### config.mk
export PLATFORM = sky130hd
export DESIGN_NAME = load_store_queue
export DESIGN_NICKNAME = d
export VERILOG_FILES = /design/src/rtl/load_store_queue.sv
export SDC_FILE = /design/constraint.sdc
export NUM_CORES = 2
export LEC_CHECK = 0
export BUFFER_PORTS_ARGS = -buffer_cell sky130_fd_sc_hd__buf_2
export CORE_ASPECT_RATIO = 0.8
export CORE_MARGIN = 1.5
export CORE_UTILIZATION = 29
export CTS_BUF_LIST = sky130_fd_sc_hd__clkbuf_8 sky130_fd_sc_hd__clkbuf_16
export CTS_CLUSTER_DIAMETER = 50
export DETAILED_ROUTE_END_ITERATION = 8
export PLACE_DENSITY = 0.47
export SETUP_SLACK_MARGIN = 0.02
export SLEW_MARGIN = 20
export SYNTH_ARGS = -nofsm -noshare
export SYNTH_HDL_FRONTEND = slang
export SYNTH_SLANG_ARGS = --single-unit
export TNS_END_PERCENT = 30
### constraint.sdc
create_clock -name clk -period 4.3 [get_ports clk]
set_input_delay 0.215 -clock clk [delete_from_list [all_inputs] [get_ports clk]]
set_output_delay 0.215 -clock clk [all_outputs]
set_load 0.05 [all_outputs]
### src/rtl/load_store_queue.sv
// Circular load/store queue: in-order allocate and retire, with address and
// value fields filled out of order by ROB-id match.
module load_store_queue #(
  parameter int DEPTH = 8,
  parameter int XLEN  = 64,
  parameter int ROBW  = 5
) (
  input  logic                         clk,
  input  logic                         reset,
  input  logic                         flush,
  input  logic                         alloc_valid,
  input  logic                         alloc_is_load,
  input  logic [XLEN-1:0]              alloc_pc,
  input  logic [ROBW-1:0]              alloc_rob_id,
  output logic                         alloc_ready,
  input  logic                         addr_wr,
  input  logic [ROBW-1:0]              addr_rob_id,
  input  logic [XLEN-1:0]              addr_in,
  input  logic                         val_wr,
  input  logic [ROBW-1:0]              val_rob_id,
  input  logic [XLEN-1:0]              val_in,
  output logic                         head_valid,
  output logic                         head_is_load,
  output logic [XLEN-1:0]              head_pc,
  output logic [ROBW-1:0]              head_rob_id,
  output logic                         head_addr_valid,
  output logic [XLEN-1:0]              head_addr,
  output logic                         head_val_valid,
  output logic [XLEN-1:0]              head_val,
  output logic                         head_ready,
  input  logic                         retire,
  output logic [$clog2(DEPTH+1)-1:0]   count
);

  localparam int PTRW = $clog2(DEPTH);
  localparam int CNTW = $clog2(DEPTH+1);

  logic [PTRW-1:0]  r_head_ptr;
  logic [PTRW-1:0]  r_tail_ptr;
  logic [CNTW-1:0]  r_count;

  logic [DEPTH-1:0] r_valid;
  logic [DEPTH-1:0] r_addr_valid;
  logic [DEPTH-1:0] r_val_valid;
  logic [DEPTH-1:0] r_is_load;
  logic [XLEN-1:0]  r_pc     [DEPTH];
  logic [ROBW-1:0]  r_rob_id [DEPTH];
  logic [XLEN-1:0]  r_addr   [DEPTH];
  logic [XLEN-1:0]  r_val    [DEPTH];

  logic             w_full;
  logic             w_head_valid;
  logic             w_head_ready;
  logic             w_do_alloc;
  logic             w_do_retire;
  logic [DEPTH-1:0] w_alloc_sel;
  logic [DEPTH-1:0] w_retire_sel;
  logic [DEPTH-1:0] w_addr_hit;
  logic [DEPTH-1:0] w_val_hit;

  assign w_full       = (r_count == CNTW'(DEPTH));
  assign w_head_valid = (r_count != '0);
  assign w_head_ready = w_head_valid && r_addr_valid[r_head_ptr] && r_val_valid[r_head_ptr];

  // Flush wins over every other request in its cycle, so it gates them all here.
  assign w_do_alloc  = alloc_valid && !w_full && !flush;
  assign w_do_retire = retire && w_head_ready && !flush;

  // NOTE: every always_comb output gets a default first so no latch is inferred.
  always_comb begin
    w_alloc_sel  = '0;
    w_retire_sel = '0;
    w_addr_hit   = '0;
    w_val_hit    = '0;
    for (int i = 0; i < DEPTH; i++) begin
      w_alloc_sel[i]  = w_do_alloc  && (r_tail_ptr == PTRW'(i));
      w_retire_sel[i] = w_do_retire && (r_head_ptr == PTRW'(i));
      // Matching only already-valid entries keeps a same-cycle allocation out of reach.
      w_addr_hit[i]   = addr_wr && !flush && r_valid[i] && (r_rob_id[i] == addr_rob_id);
      w_val_hit[i]    = val_wr  && !flush && r_valid[i] && (r_rob_id[i] == val_rob_id);
    end
  end

  // NOTE: sequential state uses non-blocking assignments so all registers see pre-edge values.
  always_ff @(posedge clk or posedge reset) begin
    if (reset) begin
      r_head_ptr <= '0;
      r_tail_ptr <= '0;
      r_count    <= '0;
    end else if (flush) begin
      r_head_ptr <= '0;
      r_tail_ptr <= '0;
      r_count    <= '0;
    end else begin
      if (w_do_alloc)  r_tail_ptr <= r_tail_ptr + PTRW'(1);
      if (w_do_retire) r_head_ptr <= r_head_ptr + PTRW'(1);
      case ({w_do_alloc, w_do_retire})
        2'b10:   r_count <= r_count + CNTW'(1);
        2'b01:   r_count <= r_count - CNTW'(1);
        default: r_count <= r_count;
      endcase
    end
  end

  always_ff @(posedge clk or posedge reset) begin
    if (reset) begin
      r_valid      <= '0;
      r_addr_valid <= '0;
      r_val_valid  <= '0;
    end else begin
      for (int i = 0; i < DEPTH; i++) begin
        if (flush) begin
          r_valid[i] <= 1'b0;
        end else if (w_alloc_sel[i]) begin
          r_valid[i]      <= 1'b1;
          r_addr_valid[i] <= 1'b0;
          r_val_valid[i]  <= 1'b0;
        end else begin
          if (w_retire_sel[i]) r_valid[i]      <= 1'b0;
          if (w_addr_hit[i])   r_addr_valid[i] <= 1'b1;
          if (w_val_hit[i])    r_val_valid[i]  <= 1'b1;
        end
      end
    end
  end

  // NOTE: payload storage has no reset; it is only observed through a set valid bit.
  always_ff @(posedge clk) begin
    for (int i = 0; i < DEPTH; i++) begin
      if (w_alloc_sel[i]) begin
        r_is_load[i] <= alloc_is_load;
        r_pc[i]      <= alloc_pc;
        r_rob_id[i]  <= alloc_rob_id;
        r_addr[i]    <= '0;
        r_val[i]     <= '0;
      end else begin
        if (w_addr_hit[i]) r_addr[i] <= addr_in;
        if (w_val_hit[i])  r_val[i]  <= val_in;
      end
    end
  end

  assign alloc_ready     = !w_full;
  assign count           = r_count;
  assign head_valid      = w_head_valid;
  assign head_ready      = w_head_ready;
  assign head_is_load    = w_head_valid && r_is_load[r_head_ptr];
  assign head_addr_valid = w_head_valid && r_addr_valid[r_head_ptr];
  assign head_val_valid  = w_head_valid && r_val_valid[r_head_ptr];
  assign head_pc         = w_head_valid ? r_pc[r_head_ptr]     : '0;
  assign head_rob_id     = w_head_valid ? r_rob_id[r_head_ptr] : '0;
  assign head_addr       = w_head_valid ? r_addr[r_head_ptr]   : '0;
  assign head_val        = w_head_valid ? r_val[r_head_ptr]    : '0;

endmodule

### Word-level counts from Yosys, hierarchy flattened

Memory sizes are Yosys's and may differ from the RTL's.
Cells that the tools add are included.

* input bits: 215
* latch bits: 0
* bits in writable memories: 1576
* output and inout bits: 207
* memories kept: 4
* memory bits (read-only): 0
* word-level logic and storage cells: 408
* flip-flop bits (word level): 42

Memory list
* r_addr: words 8, bits a word 64, read ports 1, clocked after memory_dff 0, wr ports 8, RTL line 48 `logic [XLEN-1:0] r_addr [DEPTH];`
* r_pc: words 8, bits a word 64, read ports 1, clocked after memory_dff 0, wr ports 1, RTL line 46 `logic [XLEN-1:0] r_pc [DEPTH];`
* r_val: words 8, bits a word 64, read ports 1, clocked after memory_dff 0, wr ports 8, RTL line 49 `logic [XLEN-1:0] r_val [DEPTH];`
* r_rob_id: words 8, bits a word 5, read ports 9, clocked after memory_dff 0, wr ports 1, RTL line 47 `logic [ROBW-1:0] r_rob_id [DEPTH];`

* multiplexer cells: 194
* reductions and logical operators: 120
* equal/unequal tests: 33
* shift-type cells: 0
* div/mod/pow operators: 0
* magnitude comparators: 1
* $mul: 0
* bitwise operators: 17
* add/subtract/negate cells: 4

Operators with widths (count)
* 64-bit two-way mux: 26
* 64-bit OR reduction: 7
* 1-bit two-way mux: 137
* 5-bit equality test: 16
* 1-bit logical AND: 58
* 3-bit two-way mux: 18
* 5-bit two-way mux: 8
* 2-bit nonzero test: 18
* 5-bit OR reduction: 7
* 2-bit AND reduction: 16
* 3-bit nonzero test: 9
* 3-bit equality test, second input constant: 8
* 1-bit bitwise OR: 16
* 3-bit by 2-bit equality test with 1-bit output, second input constant: 4
* 1-bit binary-select mux with 3-bit select: 3
* 4-bit one-hot mux with 2 select lines: 1
* 3-bit by 1-bit adder with 3-bit output, second input constant: 2
* 3-bit by 1-bit equality test with 1-bit output, second input constant: 2
* 3-bit zero test: 2
* 4-bit by 1-bit adder with 4-bit output, second input constant: 1
* 4-bit equality test, second input constant: 1
* 3-bit by 4-bit < comparator with 1-bit output, second input constant: 1
* 4-bit two-way mux: 1
* 4-bit nonzero test: 1
* other kinds (5): 6

### Logic depth before layout (Yosys ltp)

* depth in word-level cells: 15
* depth in mapped cells: 13
* depth with buffers taken out: 10

### Least setup slack after synthesis

Ideal clock, no wire load.

* kind: register to register
* start: reg r_count[1] (netlist: count[1])
* end: mem r_addr[3][0] (enable)
* path buffers: 1
* arrival: 2897 ps
* data required time: 3609 ps
* period minus slack after synthesis: 3588 ps
* stages on the path, launching flop included: 6
* library setup time: 691 ps
* path slack: 712 ps
* path through: dfrtp_1 or4b_1 buf_2 and3b_1 nand2_1 nand2_1

RTL lines
* start: declaration: RTL line 40 `logic [CNTW-1:0] r_count;`
* start signal: assignment: RTL line 98 `2'b10: r_count <= r_count + CNTW'(1);`
* start signal: assignment: RTL line 99 `2'b01: r_count <= r_count - CNTW'(1);`
* start signal: assignment: RTL line 100 `default: r_count <= r_count;`
* end: declaration: RTL line 48

### Final worst setup path

* start: reg r_head_ptr[0]
* end: out head_addr[51]

* longest elaborated chain between the ends: 2

RTL lines
* start: declaration: RTL line 38 `logic [PTRW-1:0] r_head_ptr;`
* start signal: assignment: RTL line 96 `if (w_do_retire) r_head_ptr <= r_head_ptr + PTRW'(1);`
* memory 8 x 64 bit
* 64-bit two-way mux: RTL line 152 `assign head_addr = w_head_valid ? r_addr[r_head_ptr] : '0;`
* end: declaration: RTL line 27 `output logic [XLEN-1:0] head_addr,`

No other way between the ends.

==> results.py <==
metrics = {
    "outcome": {
        "status": "finished clean",
    },
    "timing": {
        "setup_viol": 0,
        "worstMarginPinSlew_ns": 1.13,
        "hold_viol_final": 0,
        "rsz0062_at_grt": "false",
        "post-route-period-util": 0.932,
        "final_max_slew_viol_count": 0,
        "slew_headroom": 0.239,
        "fmax_mhz": 250,
        "fin_crit_ns": 4.01,
        "fin_tns_setup_ns": 0,
        "fin_worst_skew_ns": 0.0652,
        "holdWs_ns": 0.102,
        "setup_slack_ns": 0.293,
    },
    "synth": {
        "synth_common_cells": "1584 x edfxtp_1, 1025 x and2_1, 427 x nand2_1",
        "synth-edff-count": 1584,
        "synth_cell_types": 43,
        "yosysWarnings": 0,
        "synth_nets": 4434,
        "yosys-top-cells-area": "edfxtp_1 68%, mux4_2 13%, and2_1 9.2%, nand2_1 2.3%, a21oi_1 1.6%",
        "ys.flop_type": "edfxtp_1",
        "synthesis.area_um2": 69600,
        "synth_seq_cells": 1618,
        "yosysTopAreaCell": "edfxtp_1",
        "syn_area_per_cell_um2": 16.6,
        "synth_cells": 4204,
        "async_flop_share": 0.0210,
        "synth.most_common_cell": "edfxtp_1",
        "ys_seq_area_frac": 0.695,
        "synth_top_area_frac": 0.683,
    },
    "grt": {
        "antenna_found_initial": 60,
        "grt_util_met3": 0.0311,
        "grt_pass1_wl_mm": 298,
        "grt_start_max_net_pins": 134,
        "grt_pass1_vias": 40100,
        "grt.total_usage": 0.170,
        "grt-ovfl-total": 0,
        "use_met2": 0.275,
        "grtUsageMet1": 0.235,
        "grt.busiest_layer": "met2",
    },
    "job": {
        "max-cap-violations": 0,
    },
    "placement": {
        "post_dp_cell_area_um2": 76000,
        "pre_cts_slack_ns": 0.810,
        "gp_congestion": 0.748,
        "dp.cells": 7612,
        "port_buffers": 421,
        "hpwl_mm": 111,
    },
    "setup_path": {
        "r2r_cells": 10,
        "path_class": "reg -> out",
        "start_kind": "register",
        "worstPathRequired_ns": 4.09,
        "cp_max_fo": 36,
        "worstSetupEndpointType": "output port",
        "worst_ep_arrival_time_ns": 3.79,
    },
    "detailed_routing": {
        "via_count": 38500,
        "wire_per_inst_um": 25.7,
        "vias_per_cell": 4.71,
        "drc_errors": 0,
        "drt_first_iter_violations": 3230,
        "ant_nets": 0,
        "dr.pass1.iters": 5,
        "finalWirelength_mm": 210,
    },
    "min_path": {
        "hp-class": "in -> async",
    },
    "clock_network": {
        "clockBufferDepth": 4,
        "cts_tree": "done",
        "clkSinkCount": 1618,
        "numCtsBuffers": 195,
        "clock_latency_ns": 0.86,
        "htree_levels": 4,
        "root_buffer": "clkbuf_16",
        "path_clk_slew_ns": 0.06,
    },
    "floorplan": {
        "core_um2": 238000,
        "die_y_um": 441,
        "io_pins": 422,
        "floorplan.initialDensity": 0.292,
        "row_count": 160,
        "die_w_um": 551,
        "dieArea_um2": 243000,
    },
    "cells_and_area": {
        "final_cell_count_no_fill": 8184,
        "finalInstanceArea_um2": 84200,
        "area_delta_synth_final_pct": 20.9,
        "fin_nets": 5086,
        "drive_above_1_share": 0.248,
    },
    "power_and_ir_drop": {
        "ir_worst_vdd_mv": 0.283,
        "p_per_area_nw_per_um2": 422,
        "p_leak_nw": 28.7,
    },
}
## through the flow
step / util / total power [mW]
2_1_floorplan: - / 19.0
4_1_cts: 0.353 / 36.0
5_1_grt: 0.353 / 36.7
3_3_place_gp: 0.319 / 19.9
3_5_place_dp: 0.319 / 19.9
6_report: 0.353 / 35.5
## cell usage in the layout (no fill, tap or decap), types with 64 or more instances in the layout
master / Yosys / layout
nand2_1: 427 / 411
inv_1: 29 / 72
mux4_2: 398 / 398
edfxtp_1: 1584 / 1584
and2_1: 1025 / 1025
dlygate4sd3_1: 0 / 205
a21oi_1: 218 / 218
xor2_1: 64 / 64
clkbuf_16: 0 / 196
buf_2: 140 / 421
## sequential cells by signal (all words and copies together), names as in the netlist
register,cells
r_pc,512
r_val_valid,8
r_rob_id,40
r_head_ptr,3
r_valid,8
r_addr_valid,8
count,4
r_is_load,8
r_tail_ptr,3
r_val,512
r_addr,512
## path summary, 6_finish.rpt
check	startpoint	endpoint	slack, ns
worst max-delay path	r_head_ptr[0]$_DFFE_PP0P_	head_addr[51]	0.29
worst min-delay path	reset	r_addr_valid[3]$_DFFE_PP0P_	0.10
worst max register to register	r_head_ptr[1]$_DFFE_PP0P_	count[3]$_DFFE_PP0P_	0.89
worst min register to register	r_addr_valid[3]$_DFFE_PP0P_	r_addr_valid[3]$_DFFE_PP0P_	0.51
max in group asynchronous	reset	r_head_ptr[2]$_DFFE_PP0P_	3.80
min in group clk	addr_rob_id[2]	r_addr_valid[5]$_DFFE_PP0P_	0.11
## power by group
group          internal (mW)  total, mW  switching [mW]
Sequential              17.4       17.5          0.0716
Combinational          0.576       2.20            1.62
Clock                   9.10       15.8            6.72
Total                   27.1       35.5            8.41
## cell type report
type                    count  area (um^2)
fillers                 22700       154000
repair buffers            725         5530
clock inverters           148         1160
diodes                     21         52.6
clock buffers             197         4920
flip-flops and latches   1618        48400
inverters                  38          170
well taps                3159         3950
multi-input cells        2278        20000
## repair_timing
| action | CTS | global route |
|---|---|---|
| endpoints found under the hold margin | 1647 | 0 |
| endpoints found under the setup margin | 3 | 1 |
| setup buffers | 0 | 0 |
| hold buffers | 205 | 0 |
| resized for setup | 1 | 1 |
| pin swaps | 0 | 0 |
## kinds of logic after synthesis
logic type	share of synthesized area
adders and majority gates	0.00280
and+or+nand+nor	0.124
xor gates and xnor gates	0.0108
muxes	0.130
AOI/OAI and AO/OA	0.0168
DFF	0.695
buffers and inverters	0.0195
## layer usage
metal  up-vias  part of all wire
met1     20100              0.45
met2       965              0.47
li1      17100                 -
met4        32             0.029
met5         -           0.00092
met3       353             0.053
## worst max-delay path, cell delays in order (launching register included)
cell and delay (ns):
dfrtp_4 0.53, buf_4 0.39, buf_4 0.72, mux4_2 0.36
nand2_1 0.05, a21oi_1 0.48, buf_2 0.36
Power figures use the tool's default switching activity.
